File: config.mk
export PLATFORM = sky130hd
export DESIGN_NAME = amiq_stim_player
export DESIGN_NICKNAME = d
export VERILOG_FILES = /design/src/rtl/amiq_stim_player.sv
export SDC_FILE = /design/constraint.sdc
export NUM_CORES = 1
export LEC_CHECK = 0
export ABC_AREA = 1
export ABC_CLOCK_PERIOD_IN_PS = 4900
export BUFFER_PORTS_ARGS = -buffer_cell sky130_fd_sc_hd__clkbuf_2
export CORE_ASPECT_RATIO = 0.5
export CORE_MARGIN = 2
export CORE_UTILIZATION = 26
export DETAILED_ROUTE_END_ITERATION = 7
export GPL_ROUTABILITY_DRIVEN = 0
export GPL_TIMING_DRIVEN = 0
export PLACE_DENSITY = 0.44
export SLEW_MARGIN = 20
export SYNTH_ARGS = -nofsm -noshare
export SYNTH_HDL_FRONTEND = slang
export SYNTH_SLANG_ARGS = --single-unit
File: constraint.sdc
create_clock -name clk -period 4.9 [get_ports clk]
set_clock_uncertainty 0.15 [all_clocks]
set_input_delay 0.49 -clock clk [delete_from_list [all_inputs] [get_ports clk]]
set_output_delay 0.49 -clock clk [all_outputs]
set_load 0.005 [all_outputs]
File: src/rtl/amiq_stim_player.sv
// Replays buffered (value, delay) pairs onto one mux input pin with cycle-exact hold times.
// Each entry is visible on drv_out for delay+1 cycles; consecutive entries follow with no gap.
module amiq_stim_player #(
    parameter int unsigned DEPTH   = 32,
    parameter int unsigned DELAY_W = 8
) (
    input  logic                       clk,
    input  logic                       rst,
    input  logic                       wr_valid,
    output logic                       wr_ready,
    input  logic                       wr_value,
    input  logic [DELAY_W-1:0]         wr_delay,
    input  logic                       start,
    output logic                       busy,
    output logic                       done,
    output logic                       drv_out,
    output logic                       drv_strobe,
    output logic [$clog2(DEPTH+1)-1:0] level
);

    localparam int unsigned AW = $clog2(DEPTH);
    localparam int unsigned LW = $clog2(DEPTH+1);

    typedef enum logic [1:0] {
        IDLE = 2'd0,
        PLAY = 2'd1,
        FIN  = 2'd2
    } state_t;

    state_t               state_q, state_d;
    logic [DELAY_W:0]     mem_q [DEPTH];
    logic [AW-1:0]        wr_ptr_q, wr_ptr_d;
    logic [AW-1:0]        rd_ptr_q, rd_ptr_d;
    logic [LW-1:0]        count_q, count_d;
    logic [DELAY_W-1:0]   cnt_q, cnt_d;
    logic                 drv_q, drv_d;
    logic                 strobe_q, strobe_d;

    logic                 full;
    logic                 empty;
    logic                 push;
    logic                 pop;
    logic [DELAY_W:0]     head;

    // Full/empty come from the registered count, so a pop cannot make room for a same-cycle write.
    assign full  = (count_q == LW'(DEPTH));
    assign empty = (count_q == '0);
    assign push  = wr_valid && !full;
    assign head  = mem_q[rd_ptr_q];

    assign wr_ready   = !full;
    assign level      = count_q;
    assign busy       = (state_q == PLAY) || (state_q == FIN);
    assign done       = (state_q == FIN);
    assign drv_out    = drv_q;
    assign drv_strobe = strobe_q;

    always_comb begin
        state_d  = state_q;
        pop      = 1'b0;
        cnt_d    = cnt_q;
        drv_d    = drv_q;
        strobe_d = 1'b0;
        case (state_q)
            IDLE: begin
                if (start) begin
                    if (!empty) begin
                        pop     = 1'b1;
                        state_d = PLAY;
                    end else begin
                        state_d = FIN;
                    end
                end
            end
            PLAY: begin
                if (cnt_q != '0) begin
                    cnt_d = cnt_q - 1'b1;
                end else if (!empty) begin
                    pop = 1'b1;
                end else begin
                    state_d = FIN;
                end
            end
            FIN: begin
                state_d = IDLE;
            end
            default: begin
                state_d = IDLE;
            end
        endcase
        if (pop) begin
            drv_d    = head[DELAY_W];
            cnt_d    = head[DELAY_W-1:0];
            strobe_d = 1'b1;
        end
    end

    always_comb begin
        wr_ptr_d = wr_ptr_q;
        rd_ptr_d = rd_ptr_q;
        count_d  = count_q;
        if (push) begin
            wr_ptr_d = wr_ptr_q + 1'b1;
        end
        if (pop) begin
            rd_ptr_d = rd_ptr_q + 1'b1;
        end
        case ({push, pop})
            2'b10:   count_d = count_q + 1'b1;
            2'b01:   count_d = count_q - 1'b1;
            default: count_d = count_q;
        endcase
    end

    always_ff @(posedge clk or posedge rst) begin
        if (rst) begin
            state_q  <= IDLE;
            wr_ptr_q <= '0;
            rd_ptr_q <= '0;
            count_q  <= '0;
            cnt_q    <= '0;
            drv_q    <= 1'b0;
            strobe_q <= 1'b0;
        end else begin
            state_q  <= state_d;
            wr_ptr_q <= wr_ptr_d;
            rd_ptr_q <= rd_ptr_d;
            count_q  <= count_d;
            cnt_q    <= cnt_d;
            drv_q    <= drv_d;
            strobe_q <= strobe_d;
        end
    end

    // Storage needs no reset: the flushed pointers and count make stale contents unreachable.
    always_ff @(posedge clk) begin
        if (push) begin
            mem_q[wr_ptr_q] <= {wr_value, wr_delay};
        end
    end

endmodule
==> results.yml, run 1 <==
cts:
  cts_hold_buf: 1
  cts_tree: "yes"
  ctsResizeCount: 0
  clock_path_buffers: 3
  h-tree-depth: 2
  cts.sinks: 316
  clkSlewWorstSetupHoldPaths_ns: 0.06
  cts_setup_buffers: 0
  clock_latency_ns: 0.53
  cts_buffers: 34
  cts_root_buffer: "clkbuf_16"
grt:
  grt_pass1_vias: 8521
  grt-ovfl-total: 0
  antenna_found_initial: 2
  grt_pass1_wl_um: 59000
  grt_usage: 0.157
  grt_max_degree: 33
logic_synthesis:
  ys_seq_elements: 316
  syn_area_per_cell_um2: 12.3
  synth_simple_gate_area_frac: 0.124
  synth_top_area_share: 0.662
  async_flop_share: 0.0886
  synth-xor-area-share: 0.0127
  ys_types: 34
  synthTopCellsByArea: "edfxtp_1, nor2_1, o21ai_0, dfrtp_1, nand2_1"
  synth_top_family_by_area: "simple AND/OR/NAND/NOR gates"
  yosys.area_share.adder: 0.0115
  synth_edf_count: 288
  synth_cells: 1064
  synth-compound-area-share: 0.106
  synth_mux_area_frac: 0
  netlist_area_mm2: 0.0131
  yosysMostFrequentCell: "edfxtp_1"
  ys.flop_type: "edfxtp_1"
  synth_top_cell_by_area: "edfxtp_1"
  seq_area_frac_synth: 0.716
  yosysWarnings: 0
  synth_fp_nets: 1089
  synth_common_cells: "edfxtp_1, nor2_1, o21ai_0"
place:
  dp_hpwl_um: 27000
  io_buffers: 23
  dpl_worst_slack_ns: 1.74
  dp.cells: 1747
setup_path:
  crit_required_ns: 5.15
  crit_type: "reg -> reg"
  critPathArrivalTime_ns: 3.42
  crit_fanout: 11
  endpoint_kind: "flop"
  startpoint_type: "flop"
route:
  antenna_left: 0
  dr.pass1.iters: 5
  routed_wl_um: 41400
  via_per_inst: 4.91
  remaining_drc_errors: 0
  dr_total_vias: 8876
  wl_per_cell_um: 22.9
  dr.first_iter.drc_count: 829
timing:
  rsz0062_at_grt: "no"
  max_freq_ghz: 0.316
  slew_headroom: 0.230
  period_needed_ns: 3.17
  finalSetupViolations: 0
  slew_viol_final: 0
  worst_pin_slew_ns: 1.15
  final.setup.tns_ns: 0
  setup_slack_ns: 1.73
  hold_slack_ns: 0.155
  fin_crit_sh: 0.647
  hold_violations: 0
hold_path:
  hold_class: "in -> reg"
pwr:
  clkPwrFrac: 0.272
  seq_power_share: 0.357
  power_density_mw_per_mm2: 624
  switching_share: 0.399
  power_switching_mw: 3.76
  combPwrFrac: 0.371
  p_int_mw: 5.67
  p_leak_nw: 5.00
  ir_worst_vdd_mv: 0.295
floorplan:
  die_y_um: 163
  dieArea_mm2: 0.0522
  fp.dieW_um: 321
  core_mm2: 0.0499
  num_io_pins: 24
  num_rows: 58
  start_util: 0.262
final_layout:
  num_antenna_cells: 0
  final_layout_size_suffix_gt1_frac: 0.110
  fin_nets: 1149
  final_cell_count_no_fill: 1809
  synthToLayoutAreaGrowth_pct: 15.8
  postLayoutCoreUtil: 0.303
outcome:
  status: "finished clean"
run:
  drv_cap: 0
==> stage by stage <==
stage               total power, mW  instance area [um2]
global route                   9.89                15100
finish                         9.44                15100
CTS                            9.43                15100
floorplan                      5.40                13100
detailed placement             6.86                14000
global placement               6.83                14000
==> flip-flops by register name, summed over array words and instances (netlist names) <==
signal and flops:
state_q 2, wr_ptr_q 5, rd_ptr_q 5, level 6
drv_out 1, drv_strobe 1, mem_q 288, cnt_q 8
==> power by group through the flow <==
stage	combinational (mW)	clock, mW	sequential, mW
CTS	3.45	2.60	3.37
floorplan	2.01	0	3.39
global route	3.78	2.71	3.40
finish	3.50	2.57	3.37
global placement	3.42	0	3.42
detailed placement	3.44	0	3.42
==> placed cells by master, fill, tap and decap left out, drive strengths merged <==
cell         instances
buf                 35
or2                  2
o21ai              160
nor2               235
dlygate4sd3          1
a21oi                6
nand2               83
bufinv               3
a31oi                1
xnor2                9
a22oi                1
dfrtp               28
xor2                10
inv                 27
clkbuf              94
nand4               22
o221ai               4
edfxtp             288
clkinv              13
o211ai              32
ha                  12
nand3               43
o211a                1
o21bai               1
o22ai               38
==> metal layers <==
layer	share of wire	up-vias	global-route usage
li1	-	3991	-
met1	0.45	4457	0.220
met2	0.44	356	0.244
met3	0.081	72	0.0364
met4	0.025	0	0.0452
met5	0	-	0
==> worst max-delay path, cell delays in order (launching register included) <==
cell	delay (ns)
dfrtp_1	0.35
inv_1	0.13
ha_1	0.17
nand2_1	0.11
nor2_2	0.13
nand3_2	0.09
nand2_4	0.12
buf_6	0.20
buf_4	0.26
ha_1	0.17
clkbuf_1	0.25
xor2_1	0.14
ha_1	0.19
o21bai_2	0.20
or2_2	0.28
nand3_1	0.07
nand2_1	0.05
==> logic make-up after synthesis <==
logic type | Yosys count
AOI/OAI and AO/OA | 244
xor gates and xnor gates | 19
adders and majority gates | 12
buffers and inverters | 88
DFF | 316
and+or+nand+nor | 385
==> area by class of cell <==
type	instances	area, um2
fill	5049	34800
sequential	316	9350
multi-input combinational	660	3320
clock buffer	46	960
tap	660	826
buffer	60	295
clock inverter	15	140
timing repair buffer	24	125
inverter	28	105
==> worst paths after layout <==
path	from	end	slack (ns)	cells after the start
max in group asynchronous	rst	rd_ptr_q[1]	3.70	3
hold reg to reg	drv_out	drv_out	0.34	2
hold / removal	start	state_q[0]	0.15	3
setup reg to reg	cnt_q[0]	level[2]	1.73	16
setup / recovery	cnt_q[0]	level[2]	1.73	16
min in group asynchronous	rst	rd_ptr_q[0]	0.46	3
(Power assumes the default switching activity.)
==> inputs of run 2 (changes only) <==
- ABC_AREA: 1 -> 0
- ABC_CLOCK_PERIOD_IN_PS: 4900 -> 2670
- PLACE_DENSITY: 0.44 -> 0.45
- clock period: 4.9 -> 2.67 ns (I/O delays scaled with it)
==> run 2 against run 1 <==
Against the previous run:
- the flow now finishes with violations (negative setup slack)
- largest cell class unchanged
- critical path type unchanged
- critical endpoint is now level[4]
- worst hold slack got worse by 0.083 ns
- sequential share of layout area shrank 3.9 points
- register-to-register slack lost 1.9 ns
- fmax rose by 11%
==> results.yml, run 2 <==
timing:
  finalSetupViolations: 4
  fin_crit_sh: 1.07
  setup_slack_ns: -0.184
  slew_viol_final: 0
  final.setup.tns_ns: -0.559
  worst_pin_slew_ns: 0.679
  max_freq_ghz: 0.350
  hold_violations: 0
  period_needed_ns: 2.85
  rsz0062_at_grt: "yes"
  slew_headroom: 0.547
setup_path:
  startpoint_type: "flop"
  crit_type: "reg -> reg"
  crit_family: "simple AND/OR/NAND/NOR gates"
  max_stage_delay_ns: 0.57
  crit_cells: 12
  critPathArrivalTime_ns: 3.21
  slowest_stage: "or4_4"
  crit_top_cell: "ha_4"
  path_cells: "or4_4, nand2b_4, nand2_8, clkinv_8, ha_4, buf_8, xor2_4, ha_4, o22ai_4, nor4_4, a311oi_2, xor2_1"
  worst_r2r_path_depth: 12
  crit_required_ns: 3.03
  crit_fanout: 6
  critical_path_buf_inv_count: 2
  endpoint_kind: "flop"
grt:
  grt_pass1_vias: 6954
  grt-ovfl-total: 0
  antenna_found_initial: 0
  grt_pass1_wl_um: 47900
  grt_max_degree: 33
  grt_usage: 0.127
hold_path:
  hold_class: "in -> reg"
  whs_path_depth: 5
place:
  dp_hpwl_um: 19600
  dp.cells: 1323
  io_buffers: 23
floorplan:
  num_io_pins: 24
  fp.dieW_um: 319
  num_rows: 57
  start_util: 0.264
  die_y_um: 161
  dieArea_mm2: 0.0514
  core_mm2: 0.0487
logic_synthesis:
  yosys.area_share.adder: 0.0117
  synth_edf_count: 288
  synth-xor-area-share: 0.00817
  synth_cells: 649
  synth_top_cell_by_area: "edfxtp_1"
  async_flop_share: 0.0886
  yosysWarnings: 0
  synth_mux_area_frac: 0.164
  synthTopCellsByArea: "edfxtp_1, mux4_2, dfrtp_1, ha_1, nor2_1"
  ys_types: 56
  synth-compound-area-share: 0.0248
  synth_simple_gate_area_frac: 0.0454
  synth_top_family_by_area: "multiplexers"
  ys.flop_type: "edfxtp_1"
  netlist_area_mm2: 0.0129
  synth_common_cells: "edfxtp_1, mux4_2, nor2_1"
  yosysMostFrequentCell: "edfxtp_1"
  synth_top_area_share: 0.672
  synth_fp_nets: 674
  syn_area_per_cell_um2: 19.8
  seq_area_frac_synth: 0.727
  ys_seq_elements: 316
cts:
  cts.sinks: 316
  clock_latency_ns: 0.58
  h-tree-depth: 1
  clock_path_buffers: 3
  cts_root_buffer: "clkbuf_16"
  clkSlewWorstSetupHoldPaths_ns: 0.07
  cts_tree: "yes"
  cts_buffers: 31
final_layout:
  final_layout_size_suffix_gt1_frac: 0.417
  synthToLayoutAreaGrowth_pct: 25.6
  multi_input_area_mm2: 0.00372
  num_antenna_cells: 0
  top_register: "mem_q"
  postLayoutCoreUtil: 0.332
  seq_area_mm2: 0.00935
  final_cell_mix: "edfxtp_1, mux4_2, buf_4"
  final_cell_count_no_fill: 1446
  nFillCells: 4611
  layout_commonest_cell: "edfxtp_1"
  fin_nets: 800
  largest_reg_flops: 288
outcome:
  failed_checks: "negative setup slack"
  status: "complete, but fails checks"
route:
  dr_total_vias: 6808
  routed_wl_um: 32700
  wl_per_cell_um: 22.6
  via_per_inst: 4.71
  dr.first_iter.drc_count: 611
  dr.pass1.iters: 5
  antenna_left: 0
  remaining_drc_errors: 0
pwr:
  fin_total_pwr_mw: 16.4
  ir_worst_vdd_mv: 0.401
  power_density_mw_per_mm2: 1020
  p_leak_nw: 5.17
run:
  drv_cap: 0
==> run 2: worst register-to-register path: stages (launching register included) <==
cell	delay, ns
dfrtp_2	0.42
or4_4	0.57
nand2b_4	0.19
nand2_8	0.10
clkinv_8	0.06
ha_4	0.17
buf_8	0.12
xor2_4	0.15
ha_4	0.19
o22ai_4	0.14
nor4_4	0.06
a311oi_2	0.29
xor2_1	0.16
==> run 2: final cells by class <==
| class | instances | area share |
|---|---|---|
| Clock inverter | 20 | 0.0117 |
| Clock buffer | 35 | 0.0489 |
| Multi-Input combinational cell | 283 | 0.230 |
| Timing Repair Buffer | 96 | 0.0572 |
| Buffer | 32 | 0.0184 |
| Sequential cell | 316 | 0.579 |
| Inverter | 15 | 0.00441 |
| Tap cell | 649 | 0.0503 |
==> run 2: where the power goes <==
| part | internal, mW | total, mW | leakage, nW | switching (mW) |
|---|---|---|---|---|
| Clock | 2.41 | 4.28 | 0.476 | 1.86 |
| Combinational | 2.88 | 5.98 | 1.77 | 3.10 |
| Sequential | 5.89 | 6.17 | 2.93 | 0.287 |
| Total | 11.2 | 16.4 | 5.17 | 5.25 |
==> run 2: repair_timing <==
action,4_1_cts,5_1_grt
buffers inserted,43,26
cloned,0,1
setup endpoints to repair,297,254
hold endpoints to repair,30,0
pin swaps,31,26
resized for setup,74,41
hold buffers,3,0
==> run 2: final timing paths <==
path | startpoint | endpoint | slack [ns]
setup / recovery | level[0] | level[4] | -0.18
hold / removal | wr_valid | level[3] | 0.07
setup reg to reg | level[0] | level[4] | -0.18
hold reg to reg | drv_out | drv_out | 0.36
max in group asynchronous | rst | rd_ptr_q[1] | 1.40
min in group asynchronous | rst | wr_ptr_q[4] | 0.55
==> run 2: cell families (layout without fill, tap and decap cells) <==
family,after synthesis,after routing
flip-flops,316,316
AND/OR/NAND/NOR,113,113
multiplexers,98,98
buffers and inverters,50,198
AO/OA/AOI/OAI,48,48
adder cells (fa/ha/maj),12,12
XOR/XNOR,12,12
==> run 2: layer usage <==
layer	global-route usage	share of wire	up-vias
met5	0	0	-
li1	-	-	2922
met1	0.178	0.47	3695
met4	0.0338	0.024	0
met2	0.207	0.47	140
met3	0.0209	0.041	51
==> run 2: per-stage QoR <==
stage          area, um2  setup WS, ns  hold WS (ns)
2_1_floorplan      12900        -0.316         0.182
3_3_place_gp       13900        -0.699         0.365
3_5_place_dp       14000        -0.696        0.0345
4_1_cts            15700        -0.320        0.0271
5_1_grt            16200        -0.331        0.0811
6_report           16200        -0.184        0.0717
==> inputs of run 3 (changes only) <==
- ABC_AREA: 0 -> 1
==> run 3 against run 2 <==
Against the previous run:
- the run still ends with negative setup slack left
- total power up 2.6%
- final cell count increased by 25%
- fmax is 2.8% higher
- combinational power rose by 9.2%
- sequential share of layout area rose by 3.8 points
- register-to-register slack gained 0.08 ns
- largest cell class unchanged
==> results.yml, run 3 (synthesized netlist as in run 1, its figures left out) <==
timing:
  rsz0062_at_grt: "yes"
  slew_viol_final: 0
  slew_headroom: 0.298
  setup_slack_ns: -0.107
  worst_pin_slew_ns: 1.05
  hold_violations: 0
  period_needed_ns: 2.78
  max_freq_ghz: 0.360
  fin_crit_sh: 1.04
  finalSetupViolations: 45
final_layout:
  top_register: "mem_q"
  synthToLayoutAreaGrowth_pct: 16.1
  final_layout_size_suffix_gt1_frac: 0.146
  fin_nets: 1154
  num_antenna_cells: 0
  largest_reg_flops: 288
  final_cell_mix: "edfxtp_1, nor2_1, o21ai_0"
  fin_area_mm2: 0.0152
  layout_commonest_cell: "edfxtp_1"
setup_path:
  crit_type: "reg -> reg"
  critPathArrivalTime_ns: 2.82
  r2r_slack_ns: -0.11
  critical_path_buf_inv_count: 1
  endpoint_kind: "flop"
  slowest_stage: "nor2_1"
  crit_required_ns: 2.71
  crit_family: "simple AND/OR/NAND/NOR gates"
  crit_fanout: 9
  max_stage_delay_ns: 0.91
  startpoint_type: "flop"
  path_cells: "nor2_4, nand4_1, nand2_2, inv_2, nand2_1, nor2_1"
cts:
  cts.sinks: 316
  cts_buffers: 31
  clkSlewWorstSetupHoldPaths_ns: 0.07
  clock_path_buffers: 3
  cts_root_buffer: "clkbuf_16"
  cts_tree: "yes"
  clock_latency_ns: 0.59
  h-tree-depth: 1
floorplan:
  dieArea_mm2: 0.0522
  num_io_pins: 24
  die_y_um: 163
  num_rows: 58
  core_mm2: 0.0499
  fp.dieW_um: 321
  start_util: 0.262
outcome:
  status: "complete, but fails checks"
  failed_checks: "negative setup slack"
route:
  dr.pass1.iters: 5
  routed_wl_um: 40500
  remaining_drc_errors: 0
  routed.top_layer: "met4"
  dr_total_vias: 8814
  met3_length_um: 2850
  via_per_inst: 4.86
  antenna_left: 0
  dr.first_iter.drc_count: 967
  wl_met2_um: 17400
  wl_per_cell_um: 22.3
  wl_met1_um: 19100
pwr:
  p_leak_nw: 4.99
  ir_worst_vdd_mv: 0.462
  power_density_mw_per_mm2: 1110
  fin_total_pwr_mw: 16.8
hold_path:
  hold_class: "in -> async"
run:
  drv_cap: 0
grt:
  grt_pass1_wl_um: 58200
  grt_max_degree: 33
  antenna_found_initial: 2
  grt_usage: 0.154
  grt_pass1_vias: 8430
  grt-ovfl-total: 0
place:
  dpl_worst_slack_ns: -0.314
  placed_cell_area_mm2: 0.0140
  io_buffers: 23
  dp_hpwl_um: 26100
==> run 3: cell types whose count changed in the layout (fill, tap and decap cells not counted), moves of 38 or more <==
cell	previous run	this run
nor2_1	8	207
o21ai_0	11	157
mux4_2	90	0
nand2_1	18	75
buf_4	55	14
o22ai_1	0	38
==> run 3: path summary, 6_finish.rpt <==
path | startpoint | endpoint | depth (start not counted)
max | level[3] | mem_q[8][3] | 6
min | rst | wr_ptr_q[4] | 3
max reg2reg | level[3] | mem_q[8][3] | 6
min reg2reg | drv_out | drv_out | 2
max in group asynchronous | rst | level[0] | 3
min in group clk | wr_delay[5] | mem_q[10][5] | 1
==> run 3: cell type report <==
class / count / area, um2
clock buffer: 53 / 908
clock inverter: 5 / 31.3
buffer: 60 / 332
sequential: 316 / 9360
inverter: 28 / 105
multi-input combinational: 660 / 3420
timing repair buffer: 32 / 190
tap: 660 / 826
fill: 5040 / 34800
==> run 3: layer usage <==
layer	vias up	track usage
met4	0	0.0480
li1	4001	-
met3	69	0.0279
met2	338	0.225
met5	-	0
met1	4406	0.229
==> run 3: worst reg2reg max path: cells and delay by family (launching register included) <==
kind | cells | cell delay (ns)
flip-flops | 1 | 0.47
buffers and inverters | 1 | 0.17
AND/OR/NAND/NOR | 5 | 1.62
==> run 3: what timing repair did <==
action | CTS | global route
pin swaps | 2 | 2
hold buffers | 3 | 0
setup buffers | 5 | 1
gates resized for setup | 21 | 37
endpoints found under the setup margin | 214 | 194
hold endpoints to repair | 31 | 0
==> run 3: where the power goes <==
group	switching [mW]	leakage, nW	internal, mW	total [mW]
logic	4.70	1.61	1.83	6.53
clock network	1.83	0.456	2.30	4.13
registers	0.286	2.92	5.91	6.19
==> run 3: through the flow <==
| step | setup TNS [ns] | hold WS [ns] | std cells | utilization |
|---|---|---|---|---|
| final | -2.68 | 0.181 | 1814 | 0.304 |
| after global placement | -5.50 | 0.323 | 1747 | 0.281 |
| after global routing | -7.59 | 0.225 | 1814 | 0.304 |
| after CTS | -3.08 | 0.184 | 1813 | 0.302 |
| after floorplan | 0 | 0.182 | 1064 | - |
| after detailed placement | -14.46 | 0.239 | 1747 | 0.281 |
